## config.mk

```make
export PLATFORM = sky130hd
export DESIGN_NAME = ov7670_dvp_emulator
export DESIGN_NICKNAME = d
export VERILOG_FILES = /design/src/rtl/ov7670_dvp_emulator.sv
export SDC_FILE = /design/constraint.sdc
export NUM_CORES = 1
export LEC_CHECK = 0
export CORE_MARGIN = 10
export CORE_UTILIZATION = 25
export DETAILED_ROUTE_END_ITERATION = 8
export DONT_BUFFER_PORTS = 1
export PLACE_DENSITY_LB_ADDON = 0.2
export SLEW_MARGIN = 20
export SYNTH_ARGS = -nofsm -noshare
export SYNTH_HDL_FRONTEND = slang
export SYNTH_SLANG_ARGS = --single-unit
export TNS_END_PERCENT = 5
```

## constraint.sdc

```tcl
create_clock -name clk -period 8.04 [get_ports clk]
set_clock_uncertainty 0.1 [all_clocks]
set_input_delay 0.804 -clock clk [delete_from_list [all_inputs] [get_ports clk]]
set_output_delay 0.804 -clock clk [all_outputs]
set_load 0.01 [all_outputs]
```

## src/rtl/ov7670_dvp_emulator.sv

```systemverilog
// OV7670-style DVP transmitter: drives cam_vsync/href/p_data with RGB565 pixels (high byte first)
// taken from a selectable deterministic test pattern, so a capture path can be exercised without a sensor.
module ov7670_dvp_emulator #(
    parameter int          FRAME_WIDTH   = 640,
    parameter int          FRAME_HEIGHT  = 480,
    parameter int          H_BLANK       = 144,
    parameter int          VSYNC_LINES   = 3,
    parameter int          V_BACK_PORCH  = 17,
    parameter int          V_FRONT_PORCH = 10,
    parameter logic [15:0] SOLID_COLOR   = 16'hF800
) (
    input  logic        clk,
    input  logic        reset_p,
    input  logic        enable,
    input  logic [1:0]  pattern_sel,
    output logic        cam_vsync,
    output logic        href,
    output logic [7:0]  p_data,
    output logic        frame_start,
    output logic [15:0] frame_count
);

    localparam int          LINE_LEN     = 2 * FRAME_WIDTH + H_BLANK;
    localparam int          BAR_W        = (FRAME_WIDTH / 8 > 0) ? FRAME_WIDTH / 8 : 1;
    localparam logic [15:0] LAST_H       = 16'(LINE_LEN - 1);
    localparam logic [15:0] ACTIVE_BYTES = 16'(2 * FRAME_WIDTH);
    localparam logic [15:0] BAR_LAST     = 16'(BAR_W - 1);

    typedef enum logic [2:0] {
        ST_IDLE   = 3'd0,
        ST_VSYNC  = 3'd1,
        ST_BACK   = 3'd2,
        ST_ACTIVE = 3'd3,
        ST_FRONT  = 3'd4
    } state_t;

    state_t      state_r, state_s;
    logic [15:0] h_cnt_r, h_cnt_s;
    logic [15:0] v_cnt_r, v_cnt_s;
    logic [15:0] bar_cnt_r, bar_cnt_s;
    logic [2:0]  bar_idx_r, bar_idx_s;
    logic [1:0]  pat_r, pat_s;
    logic        frame_end_s;
    logic        fs_s;
    logic [8:0]  x_s;
    logic [6:0]  y_s;
    logic [15:0] pixel_s;
    logic        vsync_s;
    logic        href_s;
    logic [7:0]  data_s;

    function automatic logic [15:0] lines_of(input state_t st);
        case (st)
            ST_VSYNC:  lines_of = 16'(VSYNC_LINES);
            ST_BACK:   lines_of = 16'(V_BACK_PORCH);
            ST_ACTIVE: lines_of = 16'(FRAME_HEIGHT);
            ST_FRONT:  lines_of = 16'(V_FRONT_PORCH);
            default:   lines_of = 16'd1;
        endcase
    endfunction

    function automatic logic [15:0] bar_color(input logic [2:0] idx);
        case (idx)
            3'd0:    bar_color = 16'hFFFF;
            3'd1:    bar_color = 16'hFFE0;
            3'd2:    bar_color = 16'h07FF;
            3'd3:    bar_color = 16'h07E0;
            3'd4:    bar_color = 16'hF81F;
            3'd5:    bar_color = 16'hF800;
            3'd6:    bar_color = 16'h001F;
            default: bar_color = 16'h0000;
        endcase
    endfunction

    // Next-state, counter and output-value computation; outputs are registered from these next values
    // so that they line up cycle-for-cycle with the state they describe.
    always_comb begin
        state_s     = state_r;
        h_cnt_s     = h_cnt_r + 16'd1;
        v_cnt_s     = v_cnt_r;
        frame_end_s = 1'b0;
        case (state_r)
            ST_IDLE: begin
                h_cnt_s = 16'd0;
                v_cnt_s = 16'd0;
                if (enable) begin
                    state_s = ST_VSYNC;
                end else begin
                    state_s = ST_IDLE;
                end
            end
            ST_VSYNC, ST_BACK, ST_ACTIVE, ST_FRONT: begin
                if (h_cnt_r == LAST_H) begin
                    h_cnt_s = 16'd0;
                    if (v_cnt_r == lines_of(state_r) - 16'd1) begin
                        v_cnt_s = 16'd0;
                        case (state_r)
                            ST_VSYNC: state_s = (V_BACK_PORCH > 0) ? ST_BACK : ST_ACTIVE;
                            ST_BACK:  state_s = ST_ACTIVE;
                            ST_ACTIVE: begin
                                if (V_FRONT_PORCH > 0) begin
                                    state_s = ST_FRONT;
                                end else begin
                                    frame_end_s = 1'b1;
                                    state_s     = enable ? ST_VSYNC : ST_IDLE;
                                end
                            end
                            default: begin
                                frame_end_s = 1'b1;
                                state_s     = enable ? ST_VSYNC : ST_IDLE;
                            end
                        endcase
                    end else begin
                        v_cnt_s = v_cnt_r + 16'd1;
                    end
                end else begin
                    h_cnt_s = h_cnt_r + 16'd1;
                end
            end
            default: begin
                state_s = ST_IDLE;
                h_cnt_s = 16'd0;
                v_cnt_s = 16'd0;
            end
        endcase

        fs_s  = ((state_r == ST_IDLE) || frame_end_s) && (state_s == ST_VSYNC);
        pat_s = fs_s ? pattern_sel : pat_r;

        // Running bar column: advances once per pixel (even byte), last bar soaks up any remainder.
        bar_cnt_s = bar_cnt_r;
        bar_idx_s = bar_idx_r;
        if (h_cnt_s == 16'd0) begin
            bar_cnt_s = 16'd0;
            bar_idx_s = 3'd0;
        end else if (!h_cnt_s[0]) begin
            if ((bar_cnt_r == BAR_LAST) && (bar_idx_r != 3'd7)) begin
                bar_cnt_s = 16'd0;
                bar_idx_s = bar_idx_r + 3'd1;
            end else begin
                bar_cnt_s = bar_cnt_r + 16'd1;
            end
        end else begin
            bar_cnt_s = bar_cnt_r;
        end

        x_s = h_cnt_s[9:1];
        y_s = v_cnt_s[6:0];
        case (pat_s)
            2'd0:    pixel_s = bar_color(bar_idx_s);
            2'd1:    pixel_s = {y_s, x_s};
            2'd2:    pixel_s = SOLID_COLOR;
            default: pixel_s = (x_s[3] ^ y_s[3] ^ frame_count[0]) ? 16'hFFFF : 16'h0000;
        endcase

        vsync_s = (state_s == ST_IDLE) || (state_s == ST_VSYNC);
        href_s  = (state_s == ST_ACTIVE) && (h_cnt_s < ACTIVE_BYTES);
        if (href_s) begin
            data_s = h_cnt_s[0] ? pixel_s[7:0] : pixel_s[15:8];
        end else begin
            data_s = 8'h00;
        end
    end

    // Frame sequencer state, counters and registered bus outputs.
    always_ff @(posedge clk) begin
        if (reset_p) begin
            state_r     <= ST_IDLE;
            h_cnt_r     <= 16'd0;
            v_cnt_r     <= 16'd0;
            bar_cnt_r   <= 16'd0;
            bar_idx_r   <= 3'd0;
            pat_r       <= 2'd0;
            cam_vsync   <= 1'b1;
            href        <= 1'b0;
            p_data      <= 8'h00;
            frame_start <= 1'b0;
            frame_count <= 16'd0;
        end else begin
            state_r     <= state_s;
            h_cnt_r     <= h_cnt_s;
            v_cnt_r     <= v_cnt_s;
            bar_cnt_r   <= bar_cnt_s;
            bar_idx_r   <= bar_idx_s;
            pat_r       <= pat_s;
            cam_vsync   <= vsync_s;
            href        <= href_s;
            p_data      <= data_s;
            frame_start <= fs_s;
            if (frame_end_s) begin
                frame_count <= frame_count + 16'd1;
            end else begin
                frame_count <= frame_count;
            end
        end
    end

endmodule
```

==> impl_metrics.json, run 1 <==
{
  "run_status": "complete, no violations",
  "grt_first_pass_wirelength_um": 19100,
  "p_leak_nw": 1.65,
  "multiInputGateArea_sq_um": 2690,
  "holdPathStages": 2,
  "drc": 0,
  "end_kind": "flip-flop",
  "r2r_setup_slack_ps": 4190,
  "classification_of_the_worst_setup_path": "flip-flop to flip-flop",
  "synth_area_leaders": "dfxtp_1, xor2_1, nor2_1",
  "crit_fanout": 13,
  "max_slew_violations": 0,
  "number_of_antenna_violations_at_the_first_check_in_global_routing": 0,
  "post-cts-setup-buffer-count": 0,
  "clock_latency_on_the_worst_skew_pair_ps": 350,
  "synth.cell_area_sq_um": 4490,
  "fp.dieH_um": 154,
  "post_cts_resized": 0,
  "finish.net_count": 540,
  "num-fill-cells": 1848,
  "final_cell_mix": "dfxtp_1, nor2_1, nand2_1, xor2_1, nand3_1",
  "layout-area-overhead-vs-synth_pct": 10.6,
  "total_nets_after_synthesis": 552,
  "root_buffer": "clkbuf_16",
  "p_per_area_nw_per_um2": 175,
  "tightestPinTransition_ps": 700,
  "critical_path_required_ps": 8210,
  "dpl_worst_slack_ps": 4190,
  "synth-async-reset-ratio_pct": 0,
  "postPlaceCellArea_sq_um": 4670,
  "final_setup_fails": 0,
  "synth_area_leader_cell": "dfxtp_1",
  "grt.overflow.total": 0,
  "num_vias": 3822,
  "antenna_violating_nets_left": 0,
  "initialDrtViolationCount": 193,
  "cp.arrival_ps": 4020,
  "yosys.cell_types.count": 70,
  "detail_route.wl_per_cell_um": 15.4,
  "syn_avg_cell_area_sq_um": 8.31,
  "antenna_cells_inserted": 0,
  "die-width_um": 154,
  "drt_first_pass_iters": 5,
  "clock_path_buffers": 2,
  "sequential_cell_area_sq_um": 1660,
  "die_area_sq_um": 23700,
  "startpoint_of_the_most_critical_register_to_register_path": "state_r[1]",
  "totalNegativeSetupSlack_ps": 0,
  "dpl.cell_count": 742,
  "synthesis.instances": 540,
  "grt_setup_unrepaired": "no",
  "finalInstanceArea_sq_um": 4970,
  "cts_made_buffers": 9,
  "hold_start": "bar_cnt_r[15]",
  "start_util_pct": 25.7,
  "drt_wl_total_um": 11700,
  "post_cts_hold_buffer_count": 0,
  "hold-path-endpoint": "bar_cnt_r[15]",
  "grt.total_usage_pct": 9.87,
  "hold_viol_final": 0,
  "io_buffers": 0,
  "min-delay-path-class": "flip-flop to flip-flop",
  "fin_ws_ps": 4190,
  "final_cycle_share_pct": 47.9,
  "clock_tree_from_tritoncts": "yes",
  "boundaryPins": 32,
  "drv_cap": 0,
  "vdd_ir_drop_max_v": 0.000100,
  "grt_pass1_vias": 3653,
  "clkSlewWorstSetupHoldPaths_ps": 60,
  "dpl.hpwl_um": 8710,
  "maximum_number_of_pins_on_one_net_before_global_route_repair": 24,
  "clock.fmax_ghz": 0.259,
  "core-area_sq_um": 17500,
  "post_layout_nonfiller_instances": 757,
  "worst_setup_path_start_kind": "flip-flop",
  "drive_above_1_share_pct": 6.39,
  "std_cell_rows": 48,
  "share_of_the_yosys_chip_area_belonging_to_registers_pct": 37.0,
  "ys.warnings.count": 0,
  "slew_headroom_pct": 52.6,
  "period_minus_slack_ps": 3850,
  "numClockSinks": 83,
  "netlist.area_leader.share_pct": 37.0,
  "drt-vias-per-instance": 5.05,
  "reg2regPathDepth": 11,
  "post_synth_edffs": 0,
  "htreeDepth": 3,
  "routabilityCongestion": 0.826,
  "postSynthRegisterBits": 83,
  "synth_top_flop_cell": "dfxtp_1",
  "worst_r2r_endpoint": "p_data[4]",
  "mostFrequentLayoutCell": "dfxtp_1"
}
-- stage by stage --
stage	hold slack, ps	total power [mW]	utilization [%]
5_1_grt	405	0.901	28.4
3_3_place_gp	373	0.465	26.7
2_1_floorplan	358	0.457	-
4_1_cts	392	0.888	28.4
6_report	395	0.870	28.4
3_5_place_dp	384	0.464	26.7
-- registers in the layout, summed over array words and instances, names as in the netlist --
| signal | cells |
|---|---|
| cam_vsync | 1 |
| href | 1 |
| state_r | 3 |
| h_cnt_r | 16 |
| p_data | 8 |
| bar_cnt_r | 16 |
| bar_idx_r | 3 |
| pat_r | 2 |
| v_cnt_r | 16 |
| frame_start | 1 |
| frame_count | 16 |
-- synthesized netlist by cell type, types with 2 or more instances --
cell type	number
or3b_2	2
a211oi_1	3
a21oi_1	18
and4_1	4
nand3b_1	3
o211ai_1	3
nor2b_1	5
xnor2_1	24
nand3_1	30
and3_1	23
xor2_1	34
o21ai_0	9
o311a_1	2
nor4_1	10
ha_1	7
or2_2	5
mux2i_1	8
inv_1	11
nand4_1	15
dfxtp_1	83
or3_1	13
o311ai_1	2
a31oi_1	3
or4_1	3
o22ai_1	5
buf_2	2
nor2_1	78
nand2_1	47
a221oi_1	3
o41ai_1	3
nand2b_1	9
nor3_1	14
o211a_1	3
clkbuf_1	19
and2_1	2
-- area by class of cell --
class	instances	area share (%)
tap	225	5.67
clock buffer	12	4.96
inverter	11	0.831
multi-input combinational	423	54.2
sequential	83	33.5
clock inverter	3	0.932
-- cells by family (layout without fill, tap and decap cells) --
logic type / after synthesis / count (layout) / synth area share (%)
XOR/XNOR: 58 / 58 / 11.3
AND/OR/NAND/NOR: 277 / 277 / 32.7
flip-flops: 83 / 83 / 37.0
multiplexers: 9 / 9 / 2.03
AO/OA/AOI/OAI: 72 / 72 / 11.9
adder cells (fa/ha/maj): 7 / 7 / 1.95
buffers and inverters: 34 / 26 / 3.07
-- where the power goes --
part / leakage [nW] / total (mW) / internal [mW] / switching, mW
clock: 0.139 / 0.415 / 0.249 / 0.166
combinational: 0.838 / 0.0375 / 0.0131 / 0.0244
sequential: 0.669 / 0.418 / 0.414 / 0.00422
-- per-layer routing --
layer  vias up  track usage [%]  part of all wire (%)
li1       1908                -                     -
met1      1808             12.7                    49
met2        92             13.9                    41
met3        14             4.69                   8.7
met4         0             3.55                   1.6
met5         -                0                     0
-- how the worst max path moves through the flow --
stage	start	endpoint	slack (ps)	depth (start not counted)
final	state_r[1]	p_data[4]	4190	11
after global routing	state_r[0]	p_data[4]	3850	11
after CTS	h_cnt_r[0]	p_data[4]	4160	9
after detailed placement	h_cnt_r[0]	p_data[3]	4190	9
after global placement	h_cnt_r[0]	p_data[3]	4320	9
after floorplan	state_r[0]	p_data[3]	4540	12
-- critical path, cell delays in order, from the launching register on --
cell,delay [ps]
dfxtp_1,550
or3b_2,220
nand2_1,60
ha_1,240
or3b_2,440
a21oi_1,200
o2111a_1,260
and4_1,250
mux2i_1,340
o311ai_2,290
or4_4,610
o2bb2ai_1,190
No activity file was read; power rests on OpenSTA's default activity.
==> run 2, diff against run 1 <==
- clock period: 8.04 -> 3.6 ns (I/O delays scaled with it)
==> run 2 against run 1 <==
Against the previous run:
- first-iteration DRC count grew 26%
- highest routed layer unchanged
- wire length up 0.53%
- largest power group unchanged
- flip-flop and latch count unchanged
- via count rose by 2.1%
- register-to-register slack worse by 4000 ps
- final area up 3.6%
- die area stayed put
- non-clock buffer count rose by 21
- power rose by 120%
- worst setup slack worse by 4000 ps
==> impl_metrics.json, run 2 (synthesis results as in run 1) <==
{
  "holdPathStages": 2,
  "dpl.hpwl_um": 8870,
  "fin_ws_ps": 206,
  "p_per_area_nw_per_um2": 365,
  "worst_setup_path_start_kind": "flip-flop",
  "period_minus_slack_ps": 3390,
  "final_setup_fails": 0,
  "drc": 0,
  "post-route-util_pct": 29.4,
  "htreeDepth": 3,
  "grt_setup_unrepaired": "no",
  "vdd_ir_drop_max_v": 0.000238,
  "clkSlewWorstSetupHoldPaths_ps": 60,
  "end_kind": "flip-flop",
  "routabilityCongestion": 0.831,
  "num_vias": 3902,
  "initialDrtViolationCount": 244,
  "crit_fanout": 11,
  "final_cycle_share_pct": 94.3,
  "p_leak_nw": 1.75,
  "die-width_um": 154,
  "boundaryPins": 32,
  "core-area_sq_um": 17500,
  "number_of_antenna_violations_at_the_first_check_in_global_routing": 1,
  "grt_first_pass_wirelength_um": 19300,
  "root_buffer": "clkbuf_16",
  "final_cell_mix": "dfxtp_1, nor2_1, nand2_1, xor2_1, nand3_1",
  "finish.net_count": 561,
  "io_buffers": 0,
  "totalNegativeSetupSlack_ps": 0,
  "drv_cap": 0,
  "drt_wl_total_um": 11700,
  "clock_path_buffers": 2,
  "fp.dieH_um": 154,
  "grt_pass1_vias": 3681,
  "tightestPinTransition_ps": 832,
  "die_area_sq_um": 23700,
  "classification_of_the_worst_setup_path": "flip-flop to flip-flop",
  "drt_first_pass_iters": 5,
  "critical_path_required_ps": 3760,
  "slew_headroom_pct": 44.3,
  "std_cell_rows": 48,
  "start_util_pct": 25.7,
  "drt-vias-per-instance": 5.01,
  "run_status": "complete, no violations",
  "min-delay-path-class": "primary input to flip-flop",
  "clock_latency_on_the_worst_skew_pair_ps": 340,
  "hold_viol_final": 0,
  "clock_tree_from_tritoncts": "yes",
  "dpl_worst_slack_ps": 118,
  "numClockSinks": 83,
  "grt.total_usage_pct": 9.94,
  "post-cts-setup-buffer-count": 0,
  "cts_made_buffers": 9,
  "detail_route.wl_per_cell_um": 15.1,
  "maximum_number_of_pins_on_one_net_before_global_route_repair": 21,
  "drive_above_1_share_pct": 11.0,
  "clock.fmax_ghz": 0.295,
  "layout-area-overhead-vs-synth_pct": 14.6,
  "grt.overflow.total": 0,
  "max_slew_violations": 0,
  "reg2regPathDepth": 11,
  "cp.arrival_ps": 3550,
  "antenna_violating_nets_left": 0,
  "mostFrequentLayoutCell": "dfxtp_1"
}
run 2: cell type report:
cell class / count / area (sq um)
inverter: 11 / 41.3
timing repair buffer: 21 / 160
fill: 1844 / 12300
clock inverter: 4 / 27.5
clock buffer: 11 / 243
antenna: 1 / 2.50
multi-input combinational: 423 / 2730
tap: 225 / 282
sequential: 83 / 1660
run 2: final timing paths:
check / startpoint / endpoint / slack [ps]
worst max-delay path: state_r[1] / p_data[7] / 210
worst min-delay path: pattern_sel[1] / pat_r[1] / 70
worst max register to register: state_r[1] / p_data[7] / 210
worst min register to register: bar_cnt_r[15] / bar_cnt_r[15] / 400
run 2: timing repair:
| action | in CTS | in global routing |
|---|---|---|
| endpoints found under the setup margin | 0 | 8 |
| hold endpoints to repair | 20 | 0 |
| hold buffers | 1 | 0 |
| gates resized for setup | 0 | 7 |
run 2: metal layers:
metal | GRT usage [%] | share of wire (%)
met1 | 13.2 | 49
met4 | 3.69 | 1.6
met3 | 4.10 | 8.5
met5 | 0 | 0
met2 | 13.9 | 41
run 2: per-stage QoR:
step | instances | total power, mW | hold WS, ps | cell area, sq um
global route | 778 | 1.96 | 103 | 5140
detailed placement | 762 | 1.05 | 335 | 4820
global placement | 762 | 1.05 | 333 | 4820
CTS | 778 | 1.91 | 56.2 | 5100
finish | 779 | 1.88 | 68.4 | 5140
floorplan | 540 | 1.02 | 358 | 4490
run 2: report_power, final:
part,internal (mW),switching (mW)
Clock,0.481,0.365
Sequential,0.924,0.00661
Combinational,0.0384,0.0637
run 2: critical path, stage by stage (launching register included):
cell	delay, ps
dfxtp_1	320
buf_4	170
nand2b_1	150
ha_1	230
or3b_2	450
a21oi_1	220
o2111a_1	260
and4_1	260
mux2i_2	270
o311ai_2	150
or4_4	570
o22ai_1	170
==> run 3, diff against run 2 <==
- CELL_PAD_IN_SITES_DETAIL_PLACEMENT: unset -> 1
- CELL_PAD_IN_SITES_GLOBAL_PLACEMENT: unset -> 2
- CORE_MARGIN: 10 -> unset
- CORE_UTILIZATION: 25 -> 39
==> run 3 against run 2 <==
Against the previous run:
- worst setup slack got worse by 54 ps
- global-route usage rose by 12 points
- die area fell by 50%
- highest routed layer unchanged
- flip-flop and latch count did not move
- clock power rose by 8.9%
- critical path depth did not move
==> impl_metrics.json, run 3 (synthesis results as in run 1) <==
{
  "run_status": "complete, no violations",
  "final_setup_fails": 0,
  "grt.overflow.total": 0,
  "cp.buffers_inverters": 0,
  "p_leak_nw": 1.77,
  "cp_cell_sequence": "or3b_2 > nand2_1 > ha_1 > xor2_1 > and3_1 > o2111a_2 > and4_1 > mux2i_2 > o311ai_2 > or4_4 > o2bb2ai_1",
  "htreeDepth": 3,
  "grt_first_pass_wirelength_um": 20100,
  "classification_of_the_worst_setup_path": "flip-flop to flip-flop",
  "root_buffer": "clkbuf_16",
  "layout-area-overhead-vs-synth_pct": 12.4,
  "holdPathStages": 2,
  "clock_path_buffers": 2,
  "final_cell_mix": "dfxtp_1, nor2_1, nand2_1, xor2_1, nand3_1",
  "worst_r2r_endpoint": "p_data[4]",
  "clkSlewWorstSetupHoldPaths_ps": 60,
  "critical_path_required_ps": 3770,
  "num_vias": 3996,
  "cp_slowest_cell": "or4_4",
  "dpl.hpwl_um": 9000,
  "numClockSinks": 83,
  "post_layout_nonfiller_instances": 695,
  "slew_headroom_pct": 45.5,
  "antenna_violating_nets_left": 0,
  "boundaryPins": 32,
  "r2r_setup_slack_ps": 150,
  "cp.arrival_ps": 3610,
  "drive_above_1_share_pct": 11.2,
  "maximum_number_of_pins_on_one_net_before_global_route_repair": 21,
  "drc": 0,
  "startpoint_of_the_most_critical_register_to_register_path": "state_r[2]",
  "drv_cap": 0,
  "drt_wl_total_um": 12000,
  "std_cell_rows": 38,
  "antenna_cells_inserted": 0,
  "post-cts-setup-buffer-count": 0,
  "dpl.cell_count": 678,
  "tightestPinTransition_ps": 815,
  "clock_latency_on_the_worst_skew_pair_ps": 340,
  "cpLargestDelayFamily": "simple AND/OR/NAND/NOR gates",
  "mostFrequentLayoutCell": "dfxtp_1",
  "fin_ws_ps": 151,
  "clock.fmax_ghz": 0.290,
  "grt_pass1_vias": 4158,
  "grt_setup_unrepaired": "no",
  "hold-path-endpoint": "pat_r[1]",
  "reg2regPathDepth": 11,
  "detail_route.wl_per_cell_um": 17.3,
  "io_buffers": 0,
  "period_minus_slack_ps": 3450,
  "end_kind": "flip-flop",
  "largest_stage_delay_on_the_critical_path_ps": 580,
  "max_slew_violations": 0,
  "worst_setup_path_start_kind": "flip-flop",
  "start_util_pct": 40.7,
  "number_of_antenna_violations_at_the_first_check_in_global_routing": 0,
  "vdd_ir_drop_max_v": 0.000218,
  "clock_tree_from_tritoncts": "yes",
  "crit_fanout": 5,
  "totalNegativeSetupSlack_ps": 0,
  "drt_first_pass_iters": 4,
  "dpl_worst_slack_ps": 109,
  "hold_start": "pattern_sel[1]",
  "initialDrtViolationCount": 166,
  "final_cycle_share_pct": 95.8,
  "p_per_area_nw_per_um2": 387,
  "routabilityCongestion": 0.771,
  "die-width_um": 109,
  "core-area_sq_um": 11000,
  "min-delay-path-class": "primary input to flip-flop",
  "hold_viol_final": 0,
  "fp.dieH_um": 109,
  "grt.total_usage_pct": 21.7,
  "fin_hold_ws_ps": 79.7,
  "finish.net_count": 562,
  "cts_made_buffers": 9,
  "die_area_sq_um": 11900,
  "drt-vias-per-instance": 5.75
}
==> run 3: cell count changes in the layout (fill, tap and decap cells not counted), sizes merged <==
cell	before	now
clkinvlp	3	1
bufinv	0	1
diode	1	0
clkinv	1	3
buf	20	21
==> run 3: report_power, final <==
part,total [mW],internal (mW),switching (mW)
Sequential,0.931,0.924,0.00759
Clock,0.921,0.553,0.368
Combinational,0.102,0.0371,0.0654
Total,1.95,1.51,0.441
==> run 3: layer usage <==
| layer | up-vias | share of wire, % | GRT usage, % |
|---|---|---|---|
| met5 | - | 0 | 0 |
| li1 | 1953 | - | - |
| met2 | 53 | 47 | 35.9 |
| met4 | 0 | 1.8 | 8.67 |
| met3 | 16 | 3.9 | 4.39 |
| met1 | 1974 | 47 | 27.6 |
==> run 3: per-stage QoR <==
| step | util (%) | total power [mW] | cell area [sq um] |
|---|---|---|---|
| final | 45.8 | 1.95 | 5050 |
| after CTS | 45.6 | 1.98 | 5030 |
| after detailed placement | 42.8 | 1.05 | 4730 |
| after global placement | 42.8 | 1.05 | 4730 |
| after floorplan | - | 1.02 | 4490 |
| after global routing | 45.8 | 2.02 | 5050 |
==> run 3: cell type report <==
cell class	instances	area, sq um
clock inverter	5	52.6
tap	140	175
fill	1318	5980
timing repair buffer	22	168
sequential	83	1660
clock buffer	11	243
multi-input combinational	423	2710
inverter	11	41.3
==> run 3: how the worst max path moves through the flow <==
stage | to | slack, ps | start | cells after the start
floorplan | p_data[3] | 100 | state_r[0] | 12
global placement | p_data[3] | 220 | state_r[0] | 11
detailed placement | p_data[4] | 110 | state_r[0] | 11
CTS | p_data[4] | 80 | state_r[0] | 11
global route | p_data[1] | 9 | h_cnt_r[1] | 9
finish | p_data[4] | 150 | state_r[2] | 11
==> run 3: what timing repair did <==
action	CTS	global route
hold buffers	1	0
gates resized for setup	0	5
endpoints found under the hold margin	20	0
endpoints found under the setup margin	0	8
==> run 3: worst register-to-register path: cells and delay by family, from the launching register on <==
kind	cells	cell delay [ps]
flip-flops	1	380
adder cells (fa/ha/maj)	1	240
XOR/XNOR	1	160
AO/OA/AOI/OAI	3	590
AND/OR/NAND/NOR	5	1630
multiplexers	1	270
